<file path="src/rtl/sram_arbiter.sv">
// Two-port (CPU / DMA) arbiter for an asynchronous 16-bit SRAM with a fixed four-state access cycle.
// Define SRAM_ARB_ROUND_ROBIN_EN for round-robin arbitration; otherwise the CPU has fixed priority.
module sram_arbiter (
    input  logic        Clk,
    input  logic        Reset,
    input  logic        cpu_req,
    input  logic        cpu_we,
    input  logic [15:0] cpu_addr,
    input  logic [15:0] cpu_wdata,
    output logic [15:0] cpu_rdata,
    output logic        cpu_ack,
    input  logic        dma_req,
    input  logic        dma_we,
    input  logic [15:0] dma_addr,
    input  logic [15:0] dma_wdata,
    output logic [15:0] dma_rdata,
    output logic        dma_ack,
    output logic [15:0] ADDR,
    output logic [15:0] Data_to_SRAM,
    input  logic [15:0] Data_from_SRAM,
    output logic        OE,
    output logic        WE,
    output logic        busy
);

    typedef enum logic [1:0] {IDLE, ACC1, ACC2, DONE} state_t;

    state_t state;
    logic   sel_dma;
    logic   cur_we;
    logic   grant_dma;
    logic   grant_any;

`ifdef SRAM_ARB_ROUND_ROBIN_EN
    logic last_dma;

    always_comb begin
        grant_any = cpu_req | dma_req;
        grant_dma = dma_req && (!cpu_req || !last_dma);
    end
`else
    always_comb begin
        grant_any = cpu_req | dma_req;
        grant_dma = dma_req && !cpu_req;
    end
`endif

    always_ff @(posedge Clk) begin
        if (Reset) begin
            state        <= IDLE;
            sel_dma      <= 1'b0;
            cur_we       <= 1'b0;
            OE           <= 1'b1;
            WE           <= 1'b1;
            cpu_ack      <= 1'b0;
            dma_ack      <= 1'b0;
            busy         <= 1'b0;
            ADDR         <= '0;
            Data_to_SRAM <= '0;
            cpu_rdata    <= '0;
            dma_rdata    <= '0;
`ifdef SRAM_ARB_ROUND_ROBIN_EN
            last_dma     <= 1'b1;
`endif
        end else begin
            case (state)
                IDLE: begin
                    if (grant_any) begin
                        state        <= ACC1;
                        busy         <= 1'b1;
                        sel_dma      <= grant_dma;
                        cur_we       <= grant_dma ? dma_we : cpu_we;
                        ADDR         <= grant_dma ? dma_addr : cpu_addr;
                        Data_to_SRAM <= grant_dma ? dma_wdata : cpu_wdata;
                        // Strobes are registered, so they are set here to be valid during ACC1
                        OE           <= grant_dma ? dma_we : cpu_we;
                        WE           <= grant_dma ? ~dma_we : ~cpu_we;
`ifdef SRAM_ARB_ROUND_ROBIN_EN
                        last_dma     <= grant_dma;
`endif
                    end
                end
                ACC1: state <= ACC2;
                ACC2: begin
                    state <= DONE;
                    OE    <= 1'b1;
                    WE    <= 1'b1;
                    if (sel_dma) dma_ack <= 1'b1;
                    else         cpu_ack <= 1'b1;
                    if (!cur_we) begin
                        if (sel_dma) dma_rdata <= Data_from_SRAM;
                        else         cpu_rdata <= Data_from_SRAM;
                    end
                end
                DONE: begin
                    state   <= IDLE;
                    busy    <= 1'b0;
                    cpu_ack <= 1'b0;
                    dma_ack <= 1'b0;
                end
                default: state <= IDLE;
            endcase
        end
    end

endmodule

</file>
<file path="config.mk">
export PLATFORM = sky130hd
export DESIGN_NAME = sram_arbiter
export DESIGN_NICKNAME = d
export VERILOG_FILES = /design/src/rtl/sram_arbiter.sv
export SDC_FILE = /design/constraint.sdc
export NUM_CORES = 1
export LEC_CHECK = 0
export BUFFER_PORTS_ARGS = -buffer_cell sky130_fd_sc_hd__buf_2
export CORE_MARGIN = 5
export CORE_UTILIZATION = 45
export DETAILED_ROUTE_END_ITERATION = 10
export PLACE_DENSITY_LB_ADDON = 0.25
export SLEW_MARGIN = 20
export SYNTH_ARGS = -nofsm -noshare
export SYNTH_HDL_FRONTEND = slang
export SYNTH_SLANG_ARGS = --single-unit
export TNS_END_PERCENT = 1
</file>
<file path="constraint.sdc">
create_clock -name Clk -period 2.2 [get_ports Clk]
set_input_delay 0 -clock Clk [delete_from_list [all_inputs] [get_ports Clk]]
set_output_delay 0 -clock Clk [all_outputs]
set_load 0.01 [all_outputs]
</file>
==> results of run 1 <==
-- worst min path at each step --
stage	startpoint	end	slack, ns	depth (start not counted)
6_report	dma_addr[3]	ADDR[3]	0.01	3
5_1_grt	cpu_addr[7]	ADDR[7]	0.0009	3
4_1_cts	dma_addr[3]	ADDR[3]	0.0001	3
3_5_place_dp	cpu_req	sel_dma	0.24	2
3_3_place_gp	cpu_req	sel_dma	0.23	2
2_1_floorplan	cpu_req	sel_dma	0.1	1
-- tightest hold or removal path, stage by stage --
cell and delay (ns):
buf_2 0.09, mux2i_1 0.12, a211oi_1 0.09
-- report_power, final --
| part | switching (uW) | internal (uW) | total, uW | leakage (uW) |
|---|---|---|---|---|
| clock | 473 | 696 | 1170 | 0.000115 |
| combinational | 913 | 698 | 1610 | 0.00145 |
| sequential | 181 | 1650 | 1840 | 0.000599 |
-- layout make-up --
class / count / area (um^2)
tap: 77 / 96.3
fill: 522 / 2000
inverter: 3 / 11.3
timing repair buffer: 204 / 1270
sequential: 73 / 1460
clock inverter: 5 / 77.6
multi-input combinational: 230 / 1360
clock buffer: 11 / 151
-- registers in the layout, summed over array words and instances (netlist names) --
signal        count
WE                1
dma_rdata        16
Data_to_SRAM     16
OE                1
ADDR             16
sel_dma           1
dma_ack           1
cpu_ack           1
state             2
cur_we            1
busy              1
cpu_rdata        16
-- cell usage in the layout, fill, tap and decap left out, types with 2 or more instances in the layout --
cell type / synthesis / layout
buf_2: 8 / 154
a21oi_1: 35 / 35
mux2i_1: 34 / 34
clkbuf_8: 0 / 11
nand2_1: 66 / 66
nor2_1: 39 / 39
inv_1: 3 / 3
buf_4: 3 / 5
clkinv_2: 0 / 2
bufinv_16: 0 / 2
dlygate4sd3_1: 0 / 44
nor3b_2: 2 / 2
ha_1: 4 / 4
a211oi_1: 35 / 35
dfxtp_1: 73 / 73
o21ai_0: 2 / 2
-- cells by family after synthesis --
| kind of cell | count (synthesis) | synth area share |
|---|---|---|
| buffers and inverters | 31 | 0.0652 |
| DFF | 73 | 0.485 |
| adders and majority gates | 4 | 0.0166 |
| AOI/OAI and AO/OA | 77 | 0.163 |
| and+or+nand+nor | 115 | 0.157 |
| muxes | 34 | 0.113 |
-- metal layers --
layer / part of all wire / GRT usage / vias to the layer above / wire (um)
met5: 0 / 0 / - / 0
met1: 0.41 / 0.235 / 1307 / 3490
met4: 0.014 / 0.0631 / 0 / 123
met3: 0.099 / 0.0753 / 11 / 844
met2: 0.48 / 0.353 / 130 / 4100
li1: - / - / 1522 / -
-- through the flow --
stage | hold WS (ns) | instance area, um^2 | util | setup WS [ns]
6_report | 0.0109 | 4430 | 0.689 | 0.174
5_1_grt | 0.000875 | 4430 | 0.689 | 0.123
4_1_cts | 0.000124 | 4430 | 0.689 | 0.237
3_5_place_dp | 0.242 | 3760 | 0.585 | 0.417
3_3_place_gp | 0.233 | 3760 | 0.585 | 0.515
2_1_floorplan | 0.0956 | 3010 | - | 0.674
==> flow_summary_export.csv, run 1 <==
group,metric,value,unit
logic_synthesis,syn_area,3010,um^2
clock_network,htree_num_levels,3,
timing,totalNegativeSetupSlack,0,ns
critical_path,critPathSlowestCell,"dlygate4sd3_1",
clock_network,cts_tree,"yes",
timing,slew_headroom,0.467,
clock_network,cts_setup_buffers,0,
floorplanning,die_area,8430,um^2
status,outcome,"completed",
clock_network,ctsResizeCount,0,
drt,initialDrtViolationCount,56,
timing,skew,0.00761,ns
critical_path,worst-r2r-cell-count,5,
logic_synthesis,synth_edf_count,0,
clock_network,worst_setup_hold_path_clk_slew,0.07,ns
timing,final_period_minus_worst_setup_slack,2.03,ns
logic_synthesis,ys_top_cells_by_area,"dfxtp_1 (49%), mux2i_1 (11%), a211oi_1 (8.7%)",
timing,setup_repair_after_global_routing_missed_its_margin,"false",
critical_path,worst-setup-path-type,"in -> reg",
global_route,grt_start_max_net_pins,46,
critical_path,cell_chain_of_the_critical_path,"dlygate4sd3_1 -> buf_2 -> nand2b_2 -> buf_12 -> mux2i_1 -> dlygate4sd3_1 -> a211oi_1",
drt,post-route-drc-count,0,
placement,hpwl,5880,um
flow_run,cap_viol_max_count,0,
floorplanning,floorplan_die_width,91.8,um
timing,hold_viol,0,
cells_and_area,post_layout_nonfiller_instances,603,
logic_synthesis,ys_async_sr_fraction,0,
logic_synthesis,post_synth_most_frequent_cells,"dfxtp_1 (73), nand2_1 (66), nor2_1 (39)",
floorplanning,boundaryPins,155,
drt,via_per_inst,4.93,
drt,detail_route.wirelength,8560,um
cells_and_area,n_antenna_cell,0,
critical_path,startpoint_type_of_the_worst_setup_path,"input port",
global_route,number_of_antenna_violations_at_the_first_check_in_global_routing,0,
power,vdd_ir_drop_max,0.664,mV
cells_and_area,layout_overhead_on_the_synthesized_area,46.9,%
placement,buffer_ports.inserted,154,
critical_path,critical_path_rt,2.45,ns
logic_synthesis,netlist_instances,334,
critical_path,slowest_delay,0.57,ns
drt,num_vias,2970,
critical_path,rrSetupSlack,0.42,ns
global_route,grt_first_pass_wirelength,14000,um
clock_network,cts_stage_hold_buffer_count,44,
critical_path,timing.rr.start,"state[0]",
global_route,grt_overflow_total,0,
timing,drv_slew,0,
critical_path,setup.worst_path.end,"Data_to_SRAM[12]",
timing,worst-slew-pin-transition,0.799,ns
critical_path,critical_path_buf_inv_count,4,
placement,dp_cells,543,
logic_synthesis,avgSynthCellArea,9.02,um^2
floorplanning,fp.coreArea,6420,um^2
timing,post-route-period-util,0.921,
clock_network,numCtsBuffers,9,
drt,drtAntennaViolNets,0,
global_route,total_routing_usage_reported_by_global_routing,0.204,
clock_network,cts.path.max_buffers,2,
floorplanning,placement_rows,29,
clock_network,root_buffer,"clkbuf_8",
clock_network,clk-insertion-delay-late,0.34,ns
power,final_total_power,4620,uW
power,power_leakage,0.00217,uW
placement,place.gp.congestion,0.796,
critical_path,cp_top_family,"buffers and inverters",
drt,drt_pass1_iterations,4,
logic_synthesis,synth_most_common_cell,"dfxtp_1",
cells_and_area,fin_nets,611,
global_route,via_count_of_the_first_global_routing_pass,2987,
logic_synthesis,yosys_most_used_dff,"dfxtp_1",
logic_synthesis,synth_seq_area_share,0.485,
logic_synthesis,ys_types,29,
logic_synthesis,yosysWarningCount,0,
min_path,worstHoldPathType,"in -> reg",
critical_path,reg2reg_to,"cpu_rdata[0]",
timing,report.final.setup_viol,0,
critical_path,worst_path_most_repeated_cell,"dlygate4sd3_1",
cells_and_area,post_route_cells_drive_above_1_share,0.346,
logic_synthesis,cell_accounting_for_the_most_synthesized_area,"dfxtp_1",
floorplanning,floorplan.initialDensity,0.469,
power,power_per_cell_area,1040,nW/um^2
critical_path,critical_path_cell_count,7,
critical_path,critical_path.startpoint,"cpu_req",
logic_synthesis,synth_top_area_frac,0.485,
clock_network,tritoncts_num_sinks,73,
floorplanning,die_height,91.8,um
logic_synthesis,syn_nets,424,
critical_path,critPathArrivalTime,2.27,ns
critical_path,critical_path.endpoint_type,"register",
logic_synthesis,ys_seq_elements,73,
critical_path,critical_path_peak_fanout,22,
timing,timing.fmax,494,MHz
drt,routedWlPerCell,14.2,um
Note: power is estimated with default switching activity, not from simulation.
==> inputs of run 2 (changes only) <==
--- a/config.mk
+++ b/config.mk
@@ -9,7 +9,7 @@
 export CORE_MARGIN = 5
 export CORE_UTILIZATION = 45
 export DETAILED_ROUTE_END_ITERATION = 10
-export PLACE_DENSITY_LB_ADDON = 0.25
+export PLACE_DENSITY = 0.79
 export SLEW_MARGIN = 20
 export SYNTH_ARGS = -nofsm -noshare
 export SYNTH_HDL_FRONTEND = slang
==> run 2 against run 1 <==
Against the previous run: critical path depth unchanged; non-clock buffer count is 18 lower; first-iteration DRC count rose by 14%; routed wire length decreased by 4.9%; via count decreased by 2.5%; sequential power about the same; die area unchanged; combinational power is essentially flat; clock-buffer cell count is 2 higher; critical endpoint is now ADDR[5].
==> flow_summary_export.csv, run 2 (same netlist as run 1, synthesis figures left out) <==
group,metric,value,unit
clock_network,tritoncts_num_sinks,73,
clock_network,worst_setup_hold_path_clk_slew,0.07,ns
clock_network,cts_setup_buffers,0,
critical_path,critical_path_rt,2.37,ns
critical_path,reg2reg_to,"cpu_rdata[12]",
cells_and_area,layout.cells.most_common,"buf_2",
timing,timing.fmax,501,MHz
clock_network,numCtsBuffers,9,
min_path,worstHoldEndpoint,"ADDR[11]",
flow_run,cap_viol_max_count,0,
cells_and_area,post_route_cells_drive_above_1_share,0.350,
power,power_dissipated_by_switching_net_loads,1530,uW
power,power_leakage,0.00206,uW
clock_network,clk-insertion-delay-late,0.33,ns
min_path,min_delay_path_depth,3,
global_route,grt_overflow_total,0,
timing,slew_headroom,0.332,
timing,skew,0.00584,ns
critical_path,rrSetupSlack,0.40,ns
floorplanning,die_height,91.8,um
global_route,via_count_of_the_first_global_routing_pass,2862,
critical_path,worst-setup-path-type,"in -> reg",
placement,place.gp.congestion,0.777,
clock_network,cts.path.max_buffers,2,
global_route,grt_start_max_net_pins,57,
timing,totalNegativeSetupSlack,0,ns
cells_and_area,fin_nets,593,
timing,report.final.setup_viol,0,
critical_path,critical_path_peak_fanout,21,
power,clockPowerShare,0.212,
min_path,holdCritStartpoint,"dma_addr[11]",
drt,initialDrtViolationCount,64,
clock_network,root_buffer,"clkbuf_8",
status,outcome,"completed",
drt,detail_route.wirelength,8140,um
cells_and_area,nFillCells,526,
timing,worst-slew-pin-transition,1.00,ns
timing,post-route-period-util,0.908,
placement,dp_cells,542,
min_path,worstHoldPathType,"in -> reg",
placement,buffer_ports.inserted,154,
clock_network,htree_num_levels,3,
floorplanning,boundaryPins,155,
critical_path,critPathArrivalTime,2.17,ns
power,p_comb_frac,0.366,
drt,num_vias,2897,
floorplanning,floorplan.initialDensity,0.469,
timing,final_period_minus_worst_setup_slack,2.00,ns
drt,drtAntennaViolNets,0,
power,power_per_cell_area,1040,nW/um^2
global_route,total_routing_usage_reported_by_global_routing,0.194,
floorplanning,fp.coreArea,6420,um^2
cells_and_area,n_antenna_cell,0,
power,vdd_ir_drop_max,0.573,mV
floorplanning,die_area,8430,um^2
timing,drv_slew,0,
floorplanning,placement_rows,29,
critical_path,timing.rr.start,"state[0]",
cells_and_area,layout_overhead_on_the_synthesized_area,39.0,%
timing,setup_repair_after_global_routing_missed_its_margin,"false",
drt,routedWlPerCell,14.0,um
global_route,grt_first_pass_wirelength,13400,um
critical_path,critical_path.endpoint_type,"register",
power,switching_share,0.351,
placement,hpwl,5890,um
global_route,number_of_antenna_violations_at_the_first_check_in_global_routing,0,
critical_path,startpoint_type_of_the_worst_setup_path,"input port",
cells_and_area,post_layout_nonfiller_instances,582,
critical_path,worst-r2r-cell-count,5,
power,power.sequential.fraction,0.421,
clock_network,cts_tree,"yes",
floorplanning,floorplan_die_width,91.8,um
drt,via_per_inst,4.98,
timing,hold_viol,0,
drt,drt_pass1_iterations,4,
drt,post-route-drc-count,0,
cells_and_area,mostFrequentLayoutCells,"buf_2 (154), dfxtp_1 (73), nand2_1 (66)",
power,p_int,2820,uW
-- run 2: worst max path at each step --
stage / from / endpoint / slack (ns) / depth (start not counted)
final: cpu_req / ADDR[5] / 0.20 / 7
after global routing: cpu_req / ADDR[2] / 0.17 / 7
after CTS: cpu_req / ADDR[2] / 0.29 / 7
after detailed placement: state[0] / cpu_rdata[3] / 0.39 / 5
after global placement: state[0] / cpu_rdata[13] / 0.51 / 5
after floorplan: state[0] / cpu_rdata[0] / 0.67 / 8
-- run 2: critical path: stages --
cell	delay (ns)
dlygate4sd3_1	0.53
buf_2	0.14
nand2b_2	0.24
buf_4	0.37
mux2i_1	0.24
dlygate4sd3_1	0.57
a211oi_1	0.06
-- run 2: layer usage --
metal,wire (um),share of wire,vias up,GRT usage
met1,3520,0.43,1273,0.236
met3,825,0.10,10,0.0736
met2,3710,0.46,128,0.314
met5,0,0,-,0
li1,-,-,1486,-
met4,91,0.011,0,0.0718
-- run 2: what timing repair did --
action                    4_1_cts  5_1_grt
hold buffers                   27        0
hold endpoints to repair       40        0
gates resized for setup         0        0
-- run 2: area by class of cell --
type / count / area, um^2 / share of cell area
Sequential cell: 73 / 1460 / 0.349
Multi-Input combinational cell: 230 / 1360 / 0.324
Timing Repair Buffer: 186 / 1090 / 0.261
Clock buffer: 13 / 169 / 0.0403
Tap cell: 77 / 96.3 / 0.0230
Inverter: 3 / 11.3 / 0.00269
-- run 2: power groups by stage --
stage          clock [uW]  sequential (uW)  combinational (uW)
4_1_cts               942             1830                1610
6_report              924             1830                1590
3_5_place_dp            0             1850                1570
5_1_grt              1010             1870                1780
2_1_floorplan           0             1980                 905
3_3_place_gp            0             1850                1520
-- run 2: through the flow --
stage                     hold WS [ns]  setup slack, ns  total power [uW]  instance area [um^2]  utilization
after floorplan                 0.0956            0.674              2890                  3010            -
after global placement           0.235            0.514              3360                  3750        0.584
after detailed placement         0.244            0.395              3420                  3750        0.584
after CTS                      0.00145            0.288              4380                  4190        0.652
after global routing           0.00129            0.170              4670                  4190        0.652
final                           0.0147            0.202              4350                  4190        0.652
==> inputs of run 3 (changes only) <==
--- a/config.mk
+++ b/config.mk
@@ -5,11 +5,13 @@
 export SDC_FILE = /design/constraint.sdc
 export NUM_CORES = 1
 export LEC_CHECK = 0
-export BUFFER_PORTS_ARGS = -buffer_cell sky130_fd_sc_hd__buf_2
 export CORE_MARGIN = 5
-export CORE_UTILIZATION = 45
+export CORE_UTILIZATION = 51
 export DETAILED_ROUTE_END_ITERATION = 10
-export PLACE_DENSITY = 0.79
+export DONT_BUFFER_PORTS = 1
+export GPL_TIMING_DRIVEN = 0
+export PLACE_DENSITY = 0.66
+export REMOVE_ABC_BUFFERS = 1
 export SLEW_MARGIN = 20
 export SYNTH_ARGS = -nofsm -noshare
 export SYNTH_HDL_FRONTEND = slang
==> run 3 against run 2 <==
Against the previous run: via count is 8.1% lower; first-iteration DRC count is 13% higher; core utilization is 4.2 points higher; routed wire length is 2.4% higher; critical path depth is 1 lower; design area is 3.6% lower; worst hold slack better by 0.026 ns; die area is 11% lower; global-route usage is 2.6 points higher; highest routed layer unchanged; non-clock buffer count is 97 lower.
==> flow_summary_export.csv, run 3 (same netlist as run 1, synthesis figures left out) <==
group,metric,value,unit
global_route,total_routing_usage_reported_by_global_routing,0.220,
power,power_leakage,0.00163,uW
global_route,grt_overflow_total,0,
timing,skew,0.00577,ns
critical_path,critPathArrivalTime,2.31,ns
critical_path,cell_chain_of_the_critical_path,"inv_1 -> ha_1 -> nor3b_2 -> dlygate4sd3_1 -> nor2_1 -> o32a_1",
floorplanning,die_height,86.9,um
floorplanning,die_area,7540,um^2
critical_path,startpoint_type_of_the_worst_setup_path,"register",
critical_path,critPathSlowestCell,"dlygate4sd3_1",
timing,timing.fmax,479,MHz
global_route,via_count_of_the_first_global_routing_pass,2704,
drt,initialDrtViolationCount,72,
clock_network,cts.path.max_buffers,2,
critical_path,worst-setup-path-type,"reg -> reg",
cells_and_area,layout.cells.most_common,"dlygate4sd3_1",
critical_path,critical_path_rt,2.42,ns
global_route,number_of_antenna_violations_at_the_first_check_in_global_routing,0,
cells_and_area,fin_area,4040,um^2
cells_and_area,fin_nets,496,
clock_network,numCtsBuffers,9,
drt,num_vias,2663,
floorplanning,boundaryPins,155,
drt,drtAntennaViolNets,0,
cells_and_area,post_route_cells_drive_above_1_share,0.0537,
flow_run,cap_viol_max_count,0,
critical_path,worst-r2r-cell-count,6,
min_path,worstHoldPathType,"in -> reg",
drt,detail_route.wirelength,8330,um
critical_path,critical_path.endpoint_type,"register",
timing,worst-slew-pin-transition,0.686,ns
global_route,grt_first_pass_wirelength,13000,um
timing,hold_viol,0,
floorplanning,floorplan.initialDensity,0.518,
timing,setup_repair_after_global_routing_missed_its_margin,"false",
clock_network,worst_setup_hold_path_clk_slew,0.07,ns
cells_and_area,n_antenna_cell,0,
critical_path,rrSetupSlack,0.11,ns
placement,place.gp.congestion,0.725,
clock_network,cts_tree,"yes",
drt,drt_pass1_iterations,4,
status,outcome,"completed",
global_route,grt_start_max_net_pins,75,
clock_network,cts_setup_buffers,0,
clock_network,root_buffer,"clkbuf_8",
cells_and_area,layout_overhead_on_the_synthesized_area,34.0,%
critical_path,slowest_delay,0.70,ns
floorplanning,floorplan_die_width,86.9,um
placement,buffer_ports.inserted,0,
timing,drv_slew,0,
timing,final_period_minus_worst_setup_slack,2.09,ns
timing,post-route-period-util,0.950,
clock_network,tritoncts_num_sinks,73,
power,vdd_ir_drop_max,0.679,mV
cells_and_area,fin_util,0.694,
timing,slew_headroom,0.542,
timing,report.final.setup_viol,0,
cells_and_area,mostFrequentLayoutCells,"dlygate4sd3_1 (86), dfxtp_1 (73), nand2_1 (66)",
drt,routedWlPerCell,17.2,um
drt,post-route-drc-count,0,
placement,placedInstanceArea,2970,um^2
clock_network,clk-insertion-delay-late,0.33,ns
floorplanning,fp.coreArea,5820,um^2
power,power_per_cell_area,1050,nW/um^2
min_path,min_delay_path_depth,2,
cells_and_area,nFillCells,426,
drt,via_per_inst,5.49,
placement,hpwl,4780,um
clock_network,htree_num_levels,3,
critical_path,critical_path_peak_fanout,5,
floorplanning,placement_rows,28,
==> run 3: per-layer routing <==
layer  vias up  part of all wire  global-route usage
met4         0             0.026               0.106
met3        17              0.14              0.0937
li1       1289                 -                   -
met1      1200              0.37               0.252
met5         -                 0                   0
met2       157              0.47               0.353
==> run 3: path summary, 6_finish.rpt <==
check / startpoint / to
max reg2reg: state[0] / WE
max: state[0] / WE
min reg2reg: cpu_rdata[2] / cpu_rdata[2]
min: Reset / cpu_ack
==> run 3: worst max-delay path: cells and delay by family, from the launching register on <==
kind,cells,cell delay [ns]
buffers and inverters,2,0.82
flip-flops,1,0.31
AO/OA/AOI/OAI,1,0.28
adder cells (fa/ha/maj),1,0.25
AND/OR/NAND/NOR,2,0.32
==> run 3: area by class of cell <==
type	count	area, um^2	share of cell area
timing repair buffer	89	928	0.230
multi-input combinational	230	1370	0.338
clock buffer	11	131	0.0325
inverter	3	11.3	0.00279
clock inverter	4	45.0	0.0112
tap	75	93.8	0.0232
sequential	73	1460	0.362
==> run 3: stage by stage <==
step | setup TNS (ns) | setup slack (ns) | total power [uW] | hold slack [ns] | std cells
after floorplan | -0.0485 | -0.0419 | 2780 | 0.0691 | 306
after global placement | -16.77 | -0.500 | 3010 | 0.0786 | 381
after detailed placement | 0 | 0.154 | 3060 | 0.0827 | 383
after CTS | 0 | 0.138 | 4210 | 0.0141 | 485
after global routing | 0 | 0.0173 | 4510 | 0.0411 | 485
final | 0 | 0.111 | 4230 | 0.0404 | 485
==> run 3: report_power, final <==
group / total, uW / internal, uW / switching (uW)
clock network: 971 / 513 / 458
registers: 2060 / 1660 / 402
logic: 1200 / 531 / 669
total: 4230 / 2700 / 1530
==> run 3: repair_timing <==
| item | CTS | global route |
|---|---|---|
| setup endpoints to repair | 0 | 5 |
| hold endpoints to repair | 73 | 0 |
| resized for setup | 0 | 1 |
| hold buffers | 87 | 0 |
